[src/rtl/tone_direction_decoder.sv]
// Tone frequency to junction-direction decoder: times rising edges of the squared tone, confirms a band over
// several periods and locks a TD_* code while enabled. Optional input glitch filter: TONE_GLITCH_FILTER_EN.
module tone_direction_decoder #(
    parameter int PER_STRAIGHT  = 50000,
    parameter int PER_LEFT      = 25000,
    parameter int PER_RIGHT     = 16667,
    parameter int PER_BACK      = 12500,
    parameter int PER_STOP      = 10000,
    parameter int PER_TOL       = 500,
    parameter int CONFIRM_COUNT = 16,
    parameter int MAX_PERIOD    = 65535,
    parameter int GLITCH_CYCLES = 64
) (
    input  logic        clk,
    input  logic        rst,
    input  logic        enableToneDetection,
    input  logic        toneIn,
    output logic [2:0]  toneDir,
    output logic        toneLocked,
    output logic [16:0] lastPeriod
);

    localparam logic [2:0] TD_HOLD     = 3'd0;
    localparam logic [2:0] TD_STRAIGHT = 3'd1;
    localparam logic [2:0] TD_LEFT     = 3'd2;
    localparam logic [2:0] TD_RIGHT    = 3'd3;
    localparam logic [2:0] TD_BACK     = 3'd4;
    localparam logic [2:0] TD_STOP     = 3'd5;

    localparam logic [1:0] S_IDLE    = 2'd0;
    localparam logic [1:0] S_ARM     = 2'd1;
    localparam logic [1:0] S_MEASURE = 2'd2;
    localparam logic [1:0] S_LOCKED  = 2'd3;

    logic [1:0]  syncFf;
    logic        toneLevel;
    logic        prevLevel;
    logic        edgePulse;
    logic [1:0]  state;
    logic [16:0] periodCnt;
    logic [4:0]  matchCount;
    logic [2:0]  matchBand;
    logic [2:0]  periodBand;
    logic [4:0]  countNext;
    logic        saturated;

    // NOTE: sequential state uses non-blocking assignments so every flop samples pre-edge values.
    always_ff @(posedge clk or posedge rst) begin
        if (rst) syncFf <= 2'b00;
        else     syncFf <= {syncFf[0], toneIn};
    end

`ifdef TONE_GLITCH_FILTER_EN
    localparam int GW = $clog2(GLITCH_CYCLES + 1);
    logic          filtLevel;
    logic [GW-1:0] glitchCnt;

    // Level follows the synchronizer only after it has disagreed for more than GLITCH_CYCLES samples.
    always_ff @(posedge clk or posedge rst) begin
        if (rst) begin
            filtLevel <= 1'b0;
            glitchCnt <= '0;
        end else if (syncFf[1] == filtLevel) begin
            glitchCnt <= '0;
        end else if (glitchCnt == GW'(GLITCH_CYCLES)) begin
            filtLevel <= syncFf[1];
            glitchCnt <= '0;
        end else begin
            glitchCnt <= glitchCnt + 1'b1;
        end
    end

    assign toneLevel = filtLevel;
`else
    assign toneLevel = syncFf[1];
`endif

    always_ff @(posedge clk or posedge rst) begin
        if (rst) begin
            prevLevel <= 1'b0;
            edgePulse <= 1'b0;
        end else begin
            prevLevel <= toneLevel;
            edgePulse <= toneLevel & ~prevLevel;
        end
    end

    function automatic logic inBand(input logic [16:0] p, input int centre);
        int pi;
        pi = int'({15'd0, p});
        return (pi >= centre - PER_TOL) && (pi <= centre + PER_TOL);
    endfunction

    function automatic logic [2:0] classify(input logic [16:0] p);
        logic [2:0] band;
        band = TD_HOLD;
        if      (inBand(p, PER_STRAIGHT)) band = TD_STRAIGHT;
        else if (inBand(p, PER_LEFT))     band = TD_LEFT;
        else if (inBand(p, PER_RIGHT))    band = TD_RIGHT;
        else if (inBand(p, PER_BACK))     band = TD_BACK;
        else if (inBand(p, PER_STOP))     band = TD_STOP;
        return band;
    endfunction

    assign periodBand = classify(periodCnt);
    assign saturated  = (periodCnt == 17'(MAX_PERIOD));

    // NOTE: every variable written in always_comb gets a default first, so no latch is inferred.
    always_comb begin
        countNext = 5'd0;
        if (periodBand != TD_HOLD)
            countNext = (periodBand == matchBand) ? matchCount + 5'd1 : 5'd1;
    end

    always_ff @(posedge clk or posedge rst) begin
        if (rst) begin
            state      <= S_IDLE;
            toneDir    <= TD_HOLD;
            toneLocked <= 1'b0;
            lastPeriod <= '0;
            periodCnt  <= '0;
            matchCount <= '0;
            matchBand  <= TD_HOLD;
        end else if (!enableToneDetection) begin
            state      <= S_IDLE;
            toneDir    <= TD_HOLD;
            toneLocked <= 1'b0;
            periodCnt  <= '0;
            matchCount <= '0;
            matchBand  <= TD_HOLD;
        end else begin
            case (state)
                S_IDLE: begin
                    state     <= S_ARM;
                    periodCnt <= '0;
                end
                S_ARM: begin
                    // The first edge only starts timing; its stale count is never classified.
                    if (edgePulse) begin
                        periodCnt <= 17'd1;
                        state     <= S_MEASURE;
                    end else if (!saturated) begin
                        periodCnt <= periodCnt + 17'd1;
                    end
                end
                S_MEASURE: begin
                    if (edgePulse) begin
                        lastPeriod <= periodCnt;
                        periodCnt  <= 17'd1;
                        matchCount <= countNext;
                        if (periodBand != TD_HOLD) matchBand <= periodBand;
                        if (countNext == 5'(CONFIRM_COUNT)) begin
                            toneDir    <= periodBand;
                            toneLocked <= 1'b1;
                            state      <= S_LOCKED;
                        end
                    end else if (saturated) begin
                        matchCount <= '0;
                        state      <= S_ARM;
                    end else begin
                        periodCnt <= periodCnt + 17'd1;
                    end
                end
                default: ; // S_LOCKED: hold the code until the enable drops
            endcase
        end
    end

endmodule
[config.mk]
export PLATFORM = sky130hd
export DESIGN_NAME = tone_direction_decoder
export DESIGN_NICKNAME = d
export VERILOG_FILES = /design/src/rtl/tone_direction_decoder.sv
export SDC_FILE = /design/constraint.sdc
export NUM_CORES = 1
export LEC_CHECK = 0
export ABC_AREA = 1
export CAP_MARGIN = 10
export CORE_MARGIN = 8
export CORE_UTILIZATION = 60
export CTS_BUF_LIST = sky130_fd_sc_hd__clkbuf_4 sky130_fd_sc_hd__clkbuf_8
export CTS_CLUSTER_DIAMETER = 100
export DETAILED_ROUTE_END_ITERATION = 8
export DONT_BUFFER_PORTS = 1
export PLACE_DENSITY = 0.79
export SLEW_MARGIN = 20
export SYNTH_ARGS = -nofsm -noshare
export SYNTH_HDL_FRONTEND = slang
export SYNTH_SLANG_ARGS = --single-unit
[constraint.sdc]
create_clock -name clk -period 2.47 [get_ports clk]
set_clock_uncertainty 0.1 [all_clocks]
set_input_delay 0.247 -clock clk [delete_from_list [all_inputs] [get_ports clk]]
set_output_delay 0.247 -clock clk [all_outputs]
set_load 0.005 [all_outputs]
==> results by group <==
Cells and area
  • Diodes inserted: 0
  • Layout area overhead: 19.6%
  • Sequential Area: 0.00132 sq mm
  • Share of layout cells above drive strength 1: 0.308
  • Nets: 523
  • Area of the multi-input gates: 0.00190 sq mm
  • Fin area: 0.00401 sq mm
  • FILL cells: 418

STA
  • Fin crit period: 2.50 ns
  • Final WS setup: -0.0260 ns
  • Setup TNS: -0.0461 ns
  • Worst-Margin Slew: 0.504 ns
  • Final period util: 1.01
  • Relative slew slack: 0.664
  • Fmax: 0.401 GHz
  • Fin. max-slew vios: 0
  • RSZ-0062 raised after global routing: true
  • Final Hold Viols: 0
  • Final setup viols: 2

Logic synthesis
  • Synthesized area per cell: 7.07 sq um
  • Synth area leaders: dfrtp_1 (39%), nand2_1 (13%), nor2_1 (6.0%), o21ai_0 (5.5%), inv_1 (5.3%)
  • Post-synth ARST share: 1.00
  • Yosys warnings: 0
  • Post-synth top area share: 0.388
  • Number of cells produced by synthesis: 474
  • Synth area leader: dfrtp_1
  • Syn nets: 485
  • Main synth FF type: dfrtp_1
  • Cell with the most instances after synthesis: nand2_1
  • Synth Register Bits: 52
  • Post-Synthesis Cell Area: 0.00335 sq mm
  • Post-synth EDFFs: 0
  • Synth top cells by count: nand2_1 (115), nor2_1 (54), dfrtp_1 (52)
  • Post-synthesis sequential area ratio: 0.388
  • Distinct cells, synth: 34

Drt
  • 1st-iter DRT viols: 390
  • Final antenna-violating net count: 0
  • WL/cell: 15.9 um
  • Vias: 3455
  • DR DRC count: 0
  • DRT Wirelength: 9280 um
  • Vias per inst: 5.91
  • 1st-pass router iterations: 5

Setup path
  • Crit end category: flop
  • Worst setup SP type: flop
  • Class of the most critical setup path: reg -> reg
  • Worst EP arrival: 2.60 ns
  • Critical path fanouts, max: 7
  • Required time worst endpoint: 2.57 ns

Global route
  • Total global routing overflow: 0
  • Total GRT Usage: 0.219
  • First-pass GRT wire length: 15100 um
  • GR Util met3: 0.0590
  • M2 GR Usage: 0.320
  • Grt met1 use: 0.304
  • Largest net degree at the start of global routing: 38
  • Vias in the first global route: 3070
  • Gr busiest metal: met2
  • Initial antenna violation count: 0

CTS
  • Clock Pin Slew Worst Setup and Hold Paths: 0.10 ns
  • CTS tree: yes
  • CTS HTree Levels: 2
  • CTS Sinks: 52
  • Clock Tree Buf Depth: 2
  • Root Buffer: clkbuf_8
  • CTS Buf Count: 5
  • Worst skew pair latency: 0.31 ns

Floorplan
  • Initial Util: 0.617
  • Die Span X: 90.8 um
  • Die area: 0.00824 sq mm
  • Chip height: 90.8 um
  • I/O pins: 25
  • Row cnt: 27
  • Core ar.: 0.00544 sq mm

Hold path
  • Worst Hold Class: in -> reg

Outcome
  • Violated checks: setup timing
  • Run status: finished, violations left

Placement
  • Final HPWL DP: 6790 um
  • Port Buffers: 0
  • Gpl congestion: 1.08
  • Area after DPL: 0.00357 sq mm

Run
  • Max_cap viols: 0

Power and ir drop
  • Peak supply drop: 0.415 mV
  • Leak: 1.93 nW
  • Power Dens Cells: 543 mW/mm^2
==> cells by family after synthesis <==
family | synth area share
AND/OR/NAND/NOR | 0.371
buffers and inverters | 0.0944
XOR/XNOR | 0.00522
adder cells (fa/ha/maj) | 0.0261
flip-flops | 0.388
AO/OA/AOI/OAI | 0.115
==> registers in the layout, indices dropped and copies added, names as in the netlist <==
signal      flops
toneDir         3
matchBand       3
toneLocked      1
matchCount      5
edgePulse       1
state           2
lastPeriod     17
prevLevel       1
periodCnt      17
syncFf          2
==> per-stage QoR <==
stage	setup slack [ns]	power, mW	util	hold slack (ns)	cells
after floorplan	0.0947	1.47	-	0.178	474
after global placement	-0.0635	1.64	0.657	0.0817	557
after detailed placement	-0.0282	1.66	0.657	0.0937	557
after CTS	0.00381	2.17	0.680	0.0217	568
after global routing	-0.130	2.33	0.738	0.0248	585
final	-0.0260	2.18	0.738	0.0254	585
==> power by group <==
part	total [mW]	internal [mW]	switching (mW)
registers	1.15	1.02	0.132
clock network	0.508	0.224	0.284
logic	0.523	0.193	0.330
==> routing by layer <==
metal	wire length, um	part of all wire	vias to the layer above
met5	0	0	-
met4	259	0.028	0
met3	909	0.098	29
met2	4120	0.44	186
met1	3990	0.43	1636
li1	-	-	1604
==> placed cells by master, fill, tap and decap left out, types with 21 or more instances in the layout <==
cell type / instances
nor2_2: 21
o21ai_0: 36
nand2_2: 22
inv_1: 43
dfrtp_1: 37
buf_4: 38
nand3_1: 29
nand2_1: 104
nor2_1: 37
==> what timing repair did <==
item,4_1_cts,5_1_grt
setup buffers,0,17
hold buffers,3,0
gates resized for setup,3,66
endpoints found under the hold margin,27,0
endpoints found under the setup margin,8,23
pin swaps,0,16
==> cell type report <==
| class | instances | share of cell area |
|---|---|---|
| inverter | 64 | 0.0605 |
| multi-input combinational | 344 | 0.473 |
| timing repair buffer | 45 | 0.0920 |
| clock buffer | 6 | 0.0206 |
| tap | 72 | 0.0225 |
| sequential | 52 | 0.329 |
| clock inverter | 2 | 0.00250 |
==> worst paths after layout <==
path / start / to / slack (ns) / cells after the start
worst max-delay path: periodCnt[6] / state[0] / -0.03 / 16
worst min-delay path: enableToneDetection / toneDir[0] / 0.03 / 3
worst max register to register: periodCnt[6] / state[0] / -0.03 / 16
worst min register to register: syncFf[0] / syncFf[1] / 0.26 / 0
max in group asynchronous: rst / periodCnt[14] / 1.41 / 3
min in group asynchronous: rst / periodCnt[0] / 0.32 / 2
==> critical path, cell delays in order, from the launching register on <==
cell     delay (ns)
dfrtp_2        0.48
nor2_2         0.18
nand2_2        0.13
nor2_1         0.15
nand4_1        0.17
nand2_2        0.13
nand2_4        0.09
nand3_4        0.14
nand2_1        0.07
nand2_1        0.08
nand2_2        0.09
nor2_4         0.18
nand3_2        0.10
nand2_2        0.10
nand2_2        0.06
nand2_1        0.06
nand2_1        0.05
No activity file was read; power rests on OpenSTA's default activity.
